### src/rtl/capt_issuer_pkg.sv
// rtl/capt_issuer_pkg.sv - shared op encodings and issuer FSM state type
// Op encodings are shared with the downstream capture counter.
package capt_issuer_pkg;

   localparam logic [1:0] OP_NOP = 2'b00;
   localparam logic [1:0] OP_INC = 2'b01;
   localparam logic [1:0] OP_DEC = 2'b10;
   localparam logic [1:0] OP_CLR = 2'b11;

   typedef enum logic [1:0] {
      ST_IDLE      = 2'd0,
      ST_ISSUE     = 2'd1,
      ST_DRAIN_END = 2'd2
   } state_t;

endpackage

### src/rtl/capt_issuer_op_fifo.sv
// rtl/capt_issuer_op_fifo.sv - DEPTH x 2-bit op queue with occupancy count
// Ports:
//   clock, rst_n      : clock and asynchronous active-low reset
//   push, push_data   : enqueue strobe and op; dropped while q_full
//   pop               : dequeue strobe; caller only pops a non-empty queue
//   head              : op at the front of the queue
//   q_full, q_empty   : combinational from the occupancy count
//   count             : occupancy, 0..DEPTH
module op_fifo #(
   parameter int DEPTH = 8,
   parameter int AW    = 3
) (
   input  logic          clock,
   input  logic          rst_n,
   input  logic          push,
   input  logic [1:0]    push_data,
   input  logic          pop,
   output logic [1:0]    head,
   output logic          q_full,
   output logic          q_empty,
   output logic [AW:0]   count
);

   localparam logic [AW:0]   FULL_CNT = (AW+1)'(DEPTH);
   localparam logic [AW:0]   CNT_ONE  = (AW+1)'(1);
   localparam logic [AW-1:0] PTR_ONE  = AW'(1);

   logic [1:0]    mem [DEPTH];
   logic [AW-1:0] wptr;
   logic [AW-1:0] rptr;
   logic          push_ok;
   logic          pop_ok;

   assign q_full  = (count == FULL_CNT);
   assign q_empty = (count == '0);
   assign head    = mem[rptr];

   // Full check uses the occupancy before any same-cycle pop.
   assign push_ok = push && !q_full;
   assign pop_ok  = pop && !q_empty;

   // Storage needs no reset: entries are only read once counted as valid.
   always_ff @(posedge clock) begin
      if (push_ok) begin
         mem[wptr] <= push_data;
      end
   end

   always_ff @(posedge clock or negedge rst_n) begin
      if (!rst_n) begin
         wptr  <= '0;
         rptr  <= '0;
         count <= '0;
      end else begin
         if (push_ok) wptr <= wptr + PTR_ONE;
         if (pop_ok)  rptr <= rptr + PTR_ONE;
         case ({push_ok, pop_ok})
            2'b10:   count <= count + CNT_ONE;
            2'b01:   count <= count - CNT_ONE;
            default: count <= count;
         endcase
      end
   end

endmodule

### src/rtl/capt_issuer.sv
// rtl/capt_issuer.sv - buffers host ops and issues them as capture strobes
// Ports:
//   clock, rst_n      : clock and asynchronous active-low reset
//   wr_en, wr_op      : host push into the op queue (any FSM state)
//   start             : begin a drain; only honoured in IDLE
//   full              : downstream full; stalls issuing while high
//   op, capture       : registered strobe to the capture counter (op=00 when idle)
//   q_full, q_empty   : queue occupancy flags
//   busy, done        : FSM not idle / one-cycle drain-complete pulse
//   issued            : ops issued since the last accepted start
module capt_issuer
   import capt_issuer_pkg::*;
#(
   parameter int DEPTH = 8,
   parameter int AW    = 3,
   parameter int CW    = 8
) (
   input  logic          clock,
   input  logic          rst_n,
   input  logic          wr_en,
   input  logic [1:0]    wr_op,
   input  logic          start,
   input  logic          full,
   output logic [1:0]    op,
   output logic          capture,
   output logic          q_full,
   output logic          q_empty,
   output logic          busy,
   output logic          done,
   output logic [CW-1:0] issued
);

   state_t        state;
   state_t        state_nxt;
   logic          pop;
   logic          has_entry;
   logic          start_ok;
   logic [1:0]    head;
   logic [AW:0]   occupancy;

   op_fifo #(.DEPTH(DEPTH), .AW(AW)) u_fifo (
      .clock     (clock),
      .rst_n     (rst_n),
      .push      (wr_en),
      .push_data (wr_op),
      .pop       (pop),
      .head      (head),
      .q_full    (q_full),
      .q_empty   (q_empty),
      .count     (occupancy)
   );

   assign has_entry = (occupancy != '0);

   always_ff @(posedge clock or negedge rst_n) begin
      if (!rst_n) state <= ST_IDLE;
      else        state <= state_nxt;
   end

   always_comb begin
      state_nxt = state;
      case (state)
         ST_IDLE:      if (start) state_nxt = ST_ISSUE;
         // An empty queue ends the drain even if downstream is full.
         ST_ISSUE:     if (!has_entry) state_nxt = ST_DRAIN_END;
         ST_DRAIN_END: state_nxt = ST_IDLE;
         default:      state_nxt = ST_IDLE;
      endcase
   end

   always_comb begin
      pop      = (state == ST_ISSUE) && has_entry && !full;
      start_ok = (state == ST_IDLE) && start;
      busy     = (state != ST_IDLE);
      done     = (state == ST_DRAIN_END);
   end

   // Strobe registers: a strobe registered before full rises still lands.
   always_ff @(posedge clock or negedge rst_n) begin
      if (!rst_n) begin
         capture <= 1'b0;
         op      <= OP_NOP;
         issued  <= '0;
      end else begin
         capture <= pop;
         op      <= pop ? head : OP_NOP;
         if (start_ok)  issued <= '0;
         else if (pop)  issued <= issued + CW'(1);
      end
   end

endmodule

### config.mk
export PLATFORM = sky130hd
export DESIGN_NAME = capt_issuer
export DESIGN_NICKNAME = d
export VERILOG_FILES = /design/src/rtl/capt_issuer_pkg.sv /design/src/rtl/capt_issuer_op_fifo.sv /design/src/rtl/capt_issuer.sv
export SDC_FILE = /design/constraint.sdc
export NUM_CORES = 1
export LEC_CHECK = 0
export BUFFER_PORTS_ARGS = -buffer_cell sky130_fd_sc_hd__buf_2
export CAP_MARGIN = 10
export CORE_ASPECT_RATIO = 0.6
export CORE_MARGIN = 2
export CORE_UTILIZATION = 35
export CTS_CLUSTER_DIAMETER = 80
export CTS_CLUSTER_SIZE = 25
export DETAILED_ROUTE_END_ITERATION = 10
export GPL_TIMING_DRIVEN = 0
export PLACE_DENSITY = 0.62
export SYNTH_ARGS = -nofsm -noshare
export SYNTH_HDL_FRONTEND = slang
export SYNTH_HIERARCHICAL = 1
export SYNTH_SLANG_ARGS = --single-unit
### constraint.sdc
create_clock -name clock -period 6.9 [get_ports clock]
set_input_delay 0.345 -clock clock [delete_from_list [all_inputs] [get_ports clock]]
set_output_delay 0.345 -clock clock [all_outputs]
set_load 0.05 [all_outputs]
# Word-level counts from Yosys, hierarchy flattened
# Memory sizes are Yosys's and may differ from the RTL's.
# Index checks and enable logic that the tools add are counted.
# Widths: inputs -> output; s select.
[totals] reg_bits=23 latch_bits=0 mem_bits_rw=16 romBits=0 input_bits=7 output_inout_bits=15 elab_cells=44 memories=1
[op_classes] add_sub_neg=5 multipliers=0 n_div=0 n_lt_le_gt_ge=0 n_eq_ne=7 shifts=0 mux=9 n_bitwise=0 n_reduce_logical=15
[memory_table] memory="u_fifo.mem" words=8 word_bits=2 rd=1 rd_ports_with_merged_regs=0 wr=1 line_no="capt_issuer_op_fifo.sv:28" rtl="logic [1:0] mem [DEPTH];"
[op_table] op="$mux 8" count=2
[op_table] op="$add 8x1->8 const B" count=1
[op_table] op="$pmux 4 s2" count=1
[op_table] op="$add 3x1->3 const B" count=2
[op_table] op="$mux 2" count=3
[op_table] op="$reduce_bool 2->1" count=3
[op_table] op="$logic_and 1x1->1" count=5
[op_table] op="$add 4x1->4 const B" count=1
[op_table] op="$eq 2x1->1 const B" count=2
[op_table] op="$eq 2x2->1 const B" count=2
[op_table] op="$eq 4x4->1 const B" count=1
[op_table] op="$logic_not 4->1" count=1
[op_table] op="$ne 2x2->1 const B" count=2
[op_table] op="$pmux 2 s2" count=1
[op_table] op="$reduce_bool 4->1" count=1
[op_table] op="$sub 4x1->4 const B" count=1
[op_table] op="$logic_not 1->1" count=3
[op_table] op="$logic_not 2->1" count=1
[op_table] op="$mux 1" count=2
[op_table] op="$reduce_and 2->1" count=1

# Depth between registers and ports, before layout
# Gate-level depths: netlist of run 1.
[depth] word_depth=6 depth_mapped=10 mapped_depth_nobuf=10

# Hierarchy
# The synthesis of run 1 kept the hierarchy.
[by_module_without_submodules] module="op_fifo" n_inst=1 cells_per_inst=90 area_each_um2=1260.0 seq_area_each_um2=730.7
[by_module_without_submodules] module="capt_issuer" n_inst=1 cells_per_inst=54 area_each_um2=605.6 seq_area_each_um2=325.3

# Worst setup path before layout of run 1
# Ideal clock, no wire load.
[synth_path] path_type="register to register" from="register u_fifo.count[0]" to="register u_fifo.count[3]" setup_time_ps=134 arrival_ps=2654 required_time_ps=6766 slack_ps=4113 stages_incl_launch_ff=11 path_buffers=0 synth_period_minus_slack_ps=2787 path_cell_list="dfrtp_1 -> nor4_1 -> or4b_4 -> inv_2 -> o41ai_2 -> inv_2 -> ha_1 -> ha_1 -> or4b_1 -> o311ai_0 -> o211ai_1"
[synth_between] elab_chain_cells=6 elab_cells_between_ends=15 classes_between="2 x add/sub; 3 x eq/ne; 1 x mux; 9 x reduce/logical"
[synth_rtl] element="start: declaration" line_no="capt_issuer_op_fifo.sv:21" rtl="output logic [AW:0] count"
[synth_rtl] element="start signal: assignment" line_no="capt_issuer_op_fifo.sv:58" rtl="2'b10: count <= count + CNT_ONE;"
[synth_rtl] element="start signal: assignment" line_no="capt_issuer_op_fifo.sv:59" rtl="2'b01: count <= count - CNT_ONE;"
[synth_rtl] element="start signal: assignment" line_no="capt_issuer_op_fifo.sv:60" rtl="default: count <= count;"
[synth_rtl] element="$reduce_bool 4->1 *" line_no="capt_issuer.sv:53" rtl="assign has_entry = (occupancy != '0);"
[synth_rtl] element="$logic_and 1x1->1 * (2 in a row)" line_no="capt_issuer.sv:72" rtl="pop = (state == ST_ISSUE) && has_entry && !full;"
[synth_rtl] element="named net pop" line_no="capt_issuer.sv:35" rtl="logic pop;"
[synth_rtl] element="$logic_and 1x1->1 *" line_no="capt_issuer_op_fifo.sv:40" rtl="assign pop_ok = pop && !q_empty;"
[synth_rtl] element="named net u_fifo.pop_ok" line_no="capt_issuer_op_fifo.sv:32" rtl="logic pop_ok;"
[synth_rtl] element="$eq 2x1->1 / $eq 2x2->1 (equally long branches)" line_no="capt_issuer_op_fifo.sv:57" rtl="case ({push_ok, pop_ok})"
[synth_rtl] element="$pmux 4 s2 / $reduce_bool 2->1 (equally long branches)"
# Mark *: on every way through the listed nets, which the timed path passes. The rest lies on a longest branch.
# A chain may end at the register's enable or synchronous reset.

# Worst setup path after layout of run 1
# Same ends and word-level chain as after synthesis.

==> summary.md, run 1 <==
| Metric | Value |
|---|---|
| Number of instances in the synthesized netlist | 144 |
| Final standard cell count with taps included and fillers excluded | approximately 240 |
| Largest net degree at the start of global routing | 24 |
| Biggest area contributors in the synthesized netlist | dfrtp_1 31%, edfxtp_1 26%, mux4_2 4.8% |
| CTS tree | yes |
| TritonCTS Buffers | 5 |
| Clock tree skew after final layout | 0.00390 ns |
| Ys async rst share | 0.590 |
| Setup TNS Final | 0 ns |
| Routed wire length | 3420 µm |
| Result of the run | finished clean |
| Post-detail-place hpwl | roughly 2600 µm |
| Number of hold-repair buffers added at the cts stage | 0 |
| Cell with the most instances after synthesis | dfrtp_1 |
| Core region area | 5100 µm² |
| DP Cell Count | about 230 |
| Number of violations of the max-capacitance limit | 0 |
| Largest area contributor in the netlist | dfrtp_1 |
| Total Nets Final | between 150 and 200 |
| Slew Limit Fails | 0 |
| Area of the mapped netlist | between 1500 and 2000 µm² |
| PortBufs | 21 |
| Most instantiated flip-flop cell in the synthesis netlist | dfrtp_1 |
| Number of iterations in the first detailed-routing pass | 4 |
| Yosys reg bits | 39 |
| First DRT Iteration DRCs | 75 |
| Post-synthesis sequential area ratio | 0.566 |
| Average instance area after synthesis | roughly 13 µm² |
| Effective utilization at floorplan | 0.365 |
| Total of fill cells in the finished design | just under 500 |
| Transition time at the pin with the least slew margin | just over 0.7 ns |
| Net count after synthesis | 158 |
| Peak supply drop | 0.147 mV |
| Die Span X | 98.3 µm |
| Final setup violation count | 0 |
| DIE AREA | between 5000 and 6000 µm² |
| Largest stage delay, worst path | ~0.68 ns |
| Final instance area | ~2200 µm² |
| Clk_lat worst skew | roughly 0.29 ns |
| Register area | 1060 µm² |
| Standard-cell row count | 20 |
| Ratio of cells with drive above 1 in the final layout | 0.254 |
| Number of enable-type register cells in the synthesized netlist | 16 |
| Biggest fanout along the worst timing path | 9 |
| Post-CTS Setup Repair Bufs | 0 |
| Leakage power summed over all cells | a little over 0.0009 µW |
| Detailed-route DRC error count | 0 |
| Number of vias per cell | roughly 4.9 |
| Setup repair after global routing missed its margin | no |
| Initial antenna violation count | 0 |
| Cells resized by post-CTS repair | 0 |
| Ports placed on the boundary | 22 |
| Via count of the first global-routing pass | approximately 1200 |
| Inserted Diodes | 0 |
| Gpl congestion | ~0.74 |
| Top cell type's share of synthesized area | 0.309 |
| Ordered list of cells on the worst path | nor4_1, or4b_4, inv_2, o41ai_2, inv_2, ha_1, ha_1, or4b_1, o311ai_0, o211ai_1 |
| Area growth, synth to finish | 15.8% |
| Dpl ws | 3.60 ns |
| Depth of the CTS H-tree | 2 |
| Type of the setup path with the least slack | reg -> reg |
| Clock root buffer master | clkbuf_8 |
| GRT Resource Usage Total | 0.130 |
| Global route total overflow | 0 |
| Part of the cycle the worst path needs | 0.482 |
| Wire length of the first global-routing pass | between 5000 and 6000 µm |
| Category of the worst setup path capture point | flop |
| Worst Path Arrival | 3.49 ns |
| Type of origin of the critical path | flop |
| Die Span Y | 60.6 µm |
| Maximum clock frequency | 0.301 GHz |
| Post-synthesis cell type count | between 40 and 50 |
| Post-CTS clock slew at the launch and capture registers of the worst setup and hold paths | about 0.07 ns |
| Worst reg-to-reg setup slack | ~3.6 ns |
| Final-report hold violation count | 0 |
| Path category of the worst min-delay check | in -> async |
| Slowest-stage cell, CP | nor4_1 |
| Sink count of the clock tree | 39 |
| Setup WS post-layout | about 3.6 ns |
| Post-route antenna net violation count | 0 |
| Drt wl/cell | roughly 14 µm |
| Maximum clock path buffer count | 2 |
| Multi-input gate area in the final layout | just under 800 µm² |
| Commonest cells post-synth | 23 x dfrtp_1, 16 x edfxtp_1, 15 x nand2_1 |
| Total via count in the routed design | approximately 1200 |
| Data required time at the worst endpoint | 7.07 ns |
| Synthesis Warnings | 6 |
| PwrDens | about 440 nW/µm² |
| Placed instance area | 2050 µm² |
| Worst slew slack as a fraction of its limit | 0.514 |
| Post-route minimum period | ~3.3 ns |
## sequential cells by signal, summed over array words and instances, names as in the netlist
register      count
capture           1
u_fifo/mem       16
u_fifo/rptr       3
u_fifo/count      4
op                2
state             2
issued            8
u_fifo/wptr       3
## layout make-up
cell class / count / area share
plain buffers: 2 / 0.00405
clock buffers: 5 / 0.0318
clock inverters: 3 / 0.0180
repair buffers: 21 / 0.0486
multi-input cells: 95 / 0.357
inverters: 8 / 0.0139
well taps: 66 / 0.0382
flip-flops and latches: 39 / 0.489
## power by group
| part | switching, µW | internal, µW | total, µW | leakage [µW] |
|---|---|---|---|---|
| combinational | 237 | 155 | 392 | 0.000419 |
| sequential | 74.7 | 309 | 383 | 0.000438 |
| clock | 77.6 | 106 | 183 | 0.0000556 |
## layer usage
metal	GRT usage	part of all wire	vias to the layer above	wire, µm
met2	0.197	0.43	31	1460
met1	0.179	0.50	562	1690
li1	-	-	579	-
met5	0	0	-	0
met4	0.0450	0.013	0	46
met3	0.0461	0.063	6	215
## per-stage QoR
step	hold slack, ns	power (µW)	util
floorplan	0.0494	687	-
global placement	0.344	760	0.402
CTS	0.0372	966	0.423
detailed placement	0.352	781	0.402
finish	0.0226	959	0.423
global route	0.0492	1030	0.423
## placed cells by master, fill, tap and decap left out, types with 3 or more instances in the layout
cell,instances
buf_2,22
nor2_1,11
xnor2_1,8
ha_1,6
mux2i_1,4
dfrtp_1,23
and2_1,3
nor3b_1,4
nand2_1,15
a21oi_1,3
mux4_2,4
edfxtp_1,16
clkbuf_8,5
inv_1,5
nand3_1,5
inv_2,3
## worst paths after layout
check | startpoint | end | cells after the start
max in group asynchronous | rst_n | u_fifo/count[3] | 1
hold reg to reg | issued[7] | issued[7] | 1
setup / recovery | u_fifo/count[0] | u_fifo/count[3] | 10
min in group clock | wr_op[1] | u_fifo/mem[6][1] | 1
hold / removal | rst_n | issued[4] | 1
setup reg to reg | u_fifo/count[0] | u_fifo/count[3] | 10
## worst max-delay path: cells and delay by family (launching register included)
family / cells / cell delay [ns]
and+or+nand+nor: 3 / 1.50
adders and majority gates: 2 / 0.69
DFF: 1 / 0.49
AOI/OAI and AO/OA: 3 / 0.32
buffers and inverters: 2 / 0.21
## kinds of logic (layout without fill, tap and decap cells)
group	after synthesis	after routing	synth area share
AND/OR/NAND/NOR	57	57	0.182
adder cells (fa/ha/maj)	7	7	0.0510
XOR/XNOR	9	9	0.0423
flip-flops	39	39	0.566
multiplexers	12	12	0.0939
AO/OA/AOI/OAI	10	10	0.0436
buffers and inverters	10	39	0.0208
Note: power is estimated with default switching activity, not from simulation.
==> run 2: changes to the inputs <==
--- a/config.mk
+++ b/config.mk
@@ -14,7 +14,7 @@
 export CTS_CLUSTER_SIZE = 25
 export DETAILED_ROUTE_END_ITERATION = 10
 export GPL_TIMING_DRIVEN = 0
-export PLACE_DENSITY = 0.62
+export PLACE_DENSITY = 0.64
 export SYNTH_ARGS = -nofsm -noshare
 export SYNTH_HDL_FRONTEND = slang
 export SYNTH_HIERARCHICAL = 1
==> constraint.sdc (replaced) <==
create_clock -name clock -period 2.65 [get_ports clock]
set_input_delay 0.1325 -clock clock [delete_from_list [all_inputs] [get_ports clock]]
set_output_delay 0.1325 -clock clock [all_outputs]
set_load 0.05 [all_outputs]
==> summary.md, run 2 (same netlist as run 1, synthesis figures left out) <==
| Metric | Value |
|---|---|
| Global route total overflow | 0 |
| PortBufs | 21 |
| DIE AREA | a little under 6000 µm² |
| PwrDens | about 1200 nW/µm² |
| Total via count in the routed design | 1239 |
| Worst slew slack as a fraction of its limit | 0.642 |
| TritonCTS Buffers | 5 |
| Critical register-to-register path endpoint | u_fifo/count[3] |
| Most frequent cells in the layout | 22 x buf_2, 19 x dfrtp_1, 16 x edfxtp_1 |
| Standard-cell row count | 20 |
| Initial antenna violation count | 0 |
| Post-detail-place hpwl | about 2400 µm |
| Maximum clock frequency | approximately 0.4 GHz |
| Ordered list of cells on the worst path | buf_4, or4b_4, nand2_4, ha_4, ha_4, or4b_1, o311ai_0, o211ai_1 |
| Clock root buffer master | clkbuf_8 |
| CTS tree | yes |
| Total Nets Final | approximately 200 |
| Library cell appearing most often on the critical path | ha_4 |
| Area growth, synth to finish | 26.2% |
| Leakage power summed over all cells | 0.000996 µW |
| Register with the most flip-flops | u_fifo/mem |
| Path category of the worst min-delay check | in -> reg |
| Drt wl/cell | around 14 µm |
| Wire length of the first global-routing pass | between 5000 and 6000 µm |
| Reg2Reg Launch Point | u_fifo/count[2] |
| Gpl congestion | roughly 0.72 |
| Biggest fanout along the worst timing path | 7 |
| Post-route minimum period | around 2.6 ns |
| Min-Delay Startpoint | wr_op[0] |
| Ratio of cells with drive above 1 in the final layout | 0.351 |
| Effective utilization at floorplan | 0.365 |
| Final setup violation count | 0 |
| Peak supply drop | ~0.34 mV |
| Largest register FFs | 16 |
| Core region area | between 5000 and 6000 µm² |
| Maximum clock path buffer count | 2 |
| Number of vias per cell | slightly below 5 |
| Inserted Diodes | 0 |
| Post-CTS clock slew at the launch and capture registers of the worst setup and hold paths | approximately 0.08 ns |
| Sink count of the clock tree | 39 |
| Final instance area | around 2400 µm² |
| Number of violations of the max-capacitance limit | 0 |
| Leading cell type in the layout, fill and taps excluded | buf_2 |
| Category of the worst setup path capture point | flop |
| Via count of the first global-routing pass | about 1100 |
| Largest net degree at the start of global routing | 24 |
| Largest stage delay, worst path | 0.59 ns |
| Result of the run | finished clean |
| Sum of buffers and inverters on the critical path | 1 |
| Top Family by Delay on Critical Path | simple AND/OR/NAND/NOR gates |
| Number of iterations in the first detailed-routing pass | 4 |
| Post-layout utilization of the core | 0.461 |
| Ports placed on the boundary | 22 |
| Part of the cycle the worst path needs | 0.963 |
| Data required time at the worst endpoint | ~2.8 ns |
| Final-report hold violation count | 0 |
| Slowest-stage cell, CP | or4b_4 |
| Placed instance area | slightly above 2000 µm² |
| Detailed-route DRC error count | 0 |
| Worst hold path stage count | 1 |
| Post-route antenna net violation count | 0 |
| First DRT Iteration DRCs | 40 |
| Type of origin of the critical path | flop |
| Clk_lat worst skew | roughly 0.29 ns |
| Top flop regs | u_fifo/mem x16, issued x8, u_fifo/count x4 |
| Die Span Y | 60.6 µm |
| Die Span X | roughly 98 µm |
| Transition time at the pin with the least slew margin | between 0.5 and 0.6 ns |
| GRT Resource Usage Total | 0.124 |
| Depth of the most critical reg-to-reg path | 8 |
| Routed wire length | 3520 µm |
| Worst Hold Endpoint | u_fifo/mem[3][0] |
| Clock tree skew after final layout | roughly 0.011 ns |
| Slew Limit Fails | 0 |
| Worst reg-to-reg setup slack | 0.1 ns |
| Worst Path Arrival | roughly 2.7 ns |
| Type of the setup path with the least slack | reg -> reg |
| Depth of the CTS H-tree | 2 |
[run 2: cell count changes in the layout (fill, tap and decap cells not counted), moves of 2 or more]
cell,before,now
buf_4,0,15
dfrtp_1,23,19
dfrtp_2,0,4
ha_1,6,4
ha_4,0,2
[run 2: layout make-up]
| class | instances | area (µm²) |
|---|---|---|
| Inverter | 8 | 35.0 |
| Sequential cell | 39 | 1060 |
| Timing Repair Buffer | 37 | 228 |
| Clock buffer | 6 | 72.6 |
| Tap cell | 66 | 82.6 |
| Fill cell | 471 | 2750 |
| Clock inverter | 2 | 60.1 |
| Buffer | 1 | 5.00 |
| Multi-Input combinational cell | 95 | 811 |
[run 2: report_power, final]
part           internal [µW]  switching (µW)
Sequential               810             154
Combinational            559             723
Clock                    376             198
Total                   1750            1080
[run 2: per-layer routing]
metal	GRT usage	routed length [µm]	vias to the layer above
met4	0.0470	14	0
li1	-	-	611
met2	0.167	1420	35
met3	0.0323	169	2
met5	0	0	-
met1	0.191	1910	591
[run 2: how the worst max path moves through the flow]
stage                    start         endpoint  slack [ns]  depth (start not counted)
4_1_cts        u_fifo/count[1]  u_fifo/count[3]        0.04                          8
2_1_floorplan  u_fifo/count[3]  u_fifo/count[3]        0.05                         10
3_5_place_dp   u_fifo/count[1]  u_fifo/count[3]       -0.22                         10
6_report       u_fifo/count[2]  u_fifo/count[3]         0.1                          8
5_1_grt        u_fifo/count[1]  u_fifo/count[3]       -0.01                          8
3_3_place_gp   u_fifo/count[1]  u_fifo/count[3]       -0.22                         10
[run 2: timing repair]
action                                  CTS  global route
buffers inserted                          8             7
pin swaps                                 2             3
endpoints found under the setup margin    1             1
endpoints found under the hold margin    23             0
gates resized for setup                   5             1
hold buffers                              1             0
[run 2: worst register-to-register path: cells and delay by family (launching register included)]
kind	cells	cell delay (ns)
AO/OA/AOI/OAI	2	0.23
adder cells (fa/ha/maj)	2	0.40
buffers and inverters	1	0.17
flip-flops	1	0.43
AND/OR/NAND/NOR	3	1.19
[run 2: through the flow]
stage	cells	TNS [ns]	worst slack (ns)	total power, µW	hold slack, ns
after floorplan	144	0	0.0510	1810	-0.163
after global placement	231	-0.219	-0.219	2030	0.140
after detailed placement	231	-0.221	-0.221	2060	0.144
after CTS	248	0	0.0445	2770	0.119
after global routing	254	-0.0150	-0.0150	3010	0.126
final	254	0	0.0982	2820	0.120
==> run 3: changes to the inputs <==
--- a/config.mk
+++ b/config.mk
@@ -15,6 +15,7 @@
 export DETAILED_ROUTE_END_ITERATION = 10
 export GPL_TIMING_DRIVEN = 0
 export PLACE_DENSITY = 0.64
+export REMOVE_ABC_BUFFERS = 1
 export SYNTH_ARGS = -nofsm -noshare
 export SYNTH_HDL_FRONTEND = slang
 export SYNTH_HIERARCHICAL = 1
==> summary.md, run 3 (same netlist as run 1, synthesis figures left out) <==
| Metric | Value |
|---|---|
| Worst hold path stage count | 1 |
| Post-layout utilization of the core | 0.449 |
| Ratio of cells with drive above 1 in the final layout | 0.328 |
| Sink count of the clock tree | 39 |
| Routed wire length | between 3000 and 4000 µm |
| Inserted Diodes | 0 |
| Share of total power in the clock network | 0.149 |
| Wire length of the first global-routing pass | ~5800 µm |
| Clock tree skew after final layout | between 0.008 and 0.009 ns |
| Internal power | 1530 µW |
| Ordered list of cells on the worst path | buf_4, or4b_4, nand2_4, ha_4, ha_4, or4b_1, o311ai_1, o211ai_1 |
| Global route total overflow | 0 |
| Number of violations of the max-capacitance limit | 0 |
| Final standard cell count with taps included and fillers excluded | ~250 |
| Final setup violation count | 0 |
| Post-route minimum period | between 2 and 3 ns |
| Met1 Use GR | 0.188 |
| Detailed-route DRC error count | 0 |
| Final instance area | approximately 2300 µm² |
| Placed instance area | 2040 µm² |
| Biggest fanout along the worst timing path | 6 |
| Maximum clock frequency | about 0.4 GHz |
| TritonCTS Buffers | 5 |
| Final-report hold violation count | 0 |
| Launch point of the worst path | u_fifo/count[2] |
| Ports placed on the boundary | 22 |
| Gpl congestion | ~0.78 |
| Met3 GRT Util | 0.0380 |
| Setup TNS Final | 0 ns |
| PwrDens | 1140 nW/µm² |
| Register with the most flip-flops | u_fifo/mem |
| Effective utilization at floorplan | 0.365 |
| Maximum clock path buffer count | 2 |
| Die Span Y | slightly above 60 µm |
| Power share of the sequential group | 0.376 |
| DIE AREA | between 5000 and 6000 µm² |
| Switching power | ~1100 µW |
| Largest stage delay, worst path | slightly below 0.6 ns |
| Min-Delay Startpoint | wr_op[1] |
| Most frequent cells in the layout | 21 x buf_2, 19 x dfrtp_1, 16 x edfxtp_1 |
| Worst Hold Endpoint | u_fifo/mem[6][1] |
| First DRT Iteration DRCs | 44 |
| Total via count in the routed design | between 1000 and 1500 |
| Top flop regs | u_fifo/mem x16, issued x8, u_fifo/count x4 |
| Leading cell type in the layout, fill and taps excluded | buf_2 |
| Setup repair after global routing missed its margin | no |
| Number of iterations in the first detailed-routing pass | 4 |
| Type of origin of the critical path | flop |
| Sum of buffers and inverters on the critical path | 1 |
| Category of the worst setup path capture point | flop |
| Setup WS post-layout | 0.122 ns |
| Path category of the worst min-delay check | in -> reg |
| Initial antenna violation count | 0 |
| Die Span X | a little under 100 µm |
| Leakage power summed over all cells | between 0.0009 and 0.001 µW |
| Worst Path Arrival | roughly 2.7 ns |
| Type of the setup path with the least slack | reg -> reg |
| Result of the run | finished clean |
| Drt wl/cell | 13.9 µm |
| Depth of the CTS H-tree | 2 |
| PortBufs | 21 |
| DP Cell Count | about 230 |
| Area growth, synth to finish | 22.8% |
| Routing layer with the top usage in global route | met1 |
| Clock root buffer master | clkbuf_8 |
| Post-route antenna net violation count | 0 |
| CTS tree | yes |
| Worst reg-to-reg setup slack | roughly 0.12 ns |
| Slowest-stage cell, CP | or4b_4 |
| Reg2Reg Launch Point | u_fifo/count[2] |
| Sw Share | 0.414 |
| Data required time at the worst endpoint | 2.81 ns |
| Dpl ws | -0.502 ns |
| GRT Resource Usage Total | 0.129 |
| Part of the cycle the worst path needs | 0.954 |
| Slew Limit Fails | 0 |
| Clk_lat worst skew | between 0.2 and 0.3 ns |
| Post-detail-place hpwl | between 2000 and 2500 µm |
| Core region area | between 5000 and 6000 µm² |
| Worst slew slack as a fraction of its limit | 0.641 |
| Library cell appearing most often on the critical path | ha_4 |
| Transition time at the pin with the least slew margin | roughly 0.54 ns |
| Post-CTS clock slew at the launch and capture registers of the worst setup and hold paths | around 0.08 ns |
| Largest register FFs | 16 |
| Via count of the first global-routing pass | ~1200 |
| Met2 layer usage reported by global route | 0.178 |
| Largest net degree at the start of global routing | 24 |
| Critical register-to-register path endpoint | u_fifo/count[3] |
| Top Family by Delay on Critical Path | simple AND/OR/NAND/NOR gates |
| Standard-cell row count | 20 |
| Number of vias per cell | 4.86 |
| Peak supply drop | 0.396 mV |
| Depth of the most critical reg-to-reg path | 8 |
| Total Nets Final | just under 200 |
| Combinational group share of total power | 0.475 |
==> run 3: power groups by stage <==
stage | combinational [µW] | sequential (µW) | clock, µW
6_report | 1240 | 979 | 389
3_3_place_gp | 975 | 1020 | 0
3_5_place_dp | 1000 | 1020 | 0
5_1_grt | 1370 | 1000 | 436
2_1_floorplan | 663 | 1120 | 0
4_1_cts | 1180 | 978 | 408
==> run 3: layout make-up <==
cell class              count  area, µm²
clock buffers               6       72.6
clock inverters             2       12.5
fillers                   479       2810
inverters                   8       37.5
multi-input cells          95        822
flip-flops and latches     39       1060
well taps                  66       82.6
repair buffers             33        203
==> run 3: worst reg2reg max path, stage by stage, from the launching register on <==
cell	delay [ns]
dfrtp_2	0.44
buf_4	0.18
or4b_4	0.58
nand2_4	0.11
ha_4	0.17
ha_4	0.22
or4b_1	0.49
o311ai_1	0.10
o211ai_1	0.13
==> run 3: worst max-delay path by stage <==
stage	end	cells after the start
CTS	u_fifo/count[3]	8
floorplan	u_fifo/count[3]	10
detailed placement	u_fifo/count[3]	10
global placement	u_fifo/count[3]	10
finish	u_fifo/count[3]	8
global route	u_fifo/count[3]	8
==> run 3: layer usage <==
layer | vias up | share of wire
li1 | 603 | -
met1 | 569 | 0.54
met2 | 32 | 0.38
met3 | 5 | 0.063
met4 | 0 | 0.013
met5 | - | 0
==> run 3: metrics by stage <==
| stage | hold slack [ns] | total power [µW] |
|---|---|---|
| 2_1_floorplan | -0.163 | 1780 |
| 3_3_place_gp | 0.138 | 2000 |
| 3_5_place_dp | 0.153 | 2020 |
| 4_1_cts | 0.124 | 2560 |
| 5_1_grt | 0.133 | 2810 |
| 6_report | 0.139 | 2600 |
==> run 3: what timing repair did <==
| item | 4_1_cts | 5_1_grt |
|---|---|---|
| hold buffers | 1 | 0 |
| hold endpoints to repair | 23 | 0 |
| resized for setup | 10 | 5 |
| buffers inserted | 6 | 5 |
| endpoints found under the setup margin | 3 | 1 |
| gates cloned | 0 | 0 |
| pin swaps | 1 | 4 |
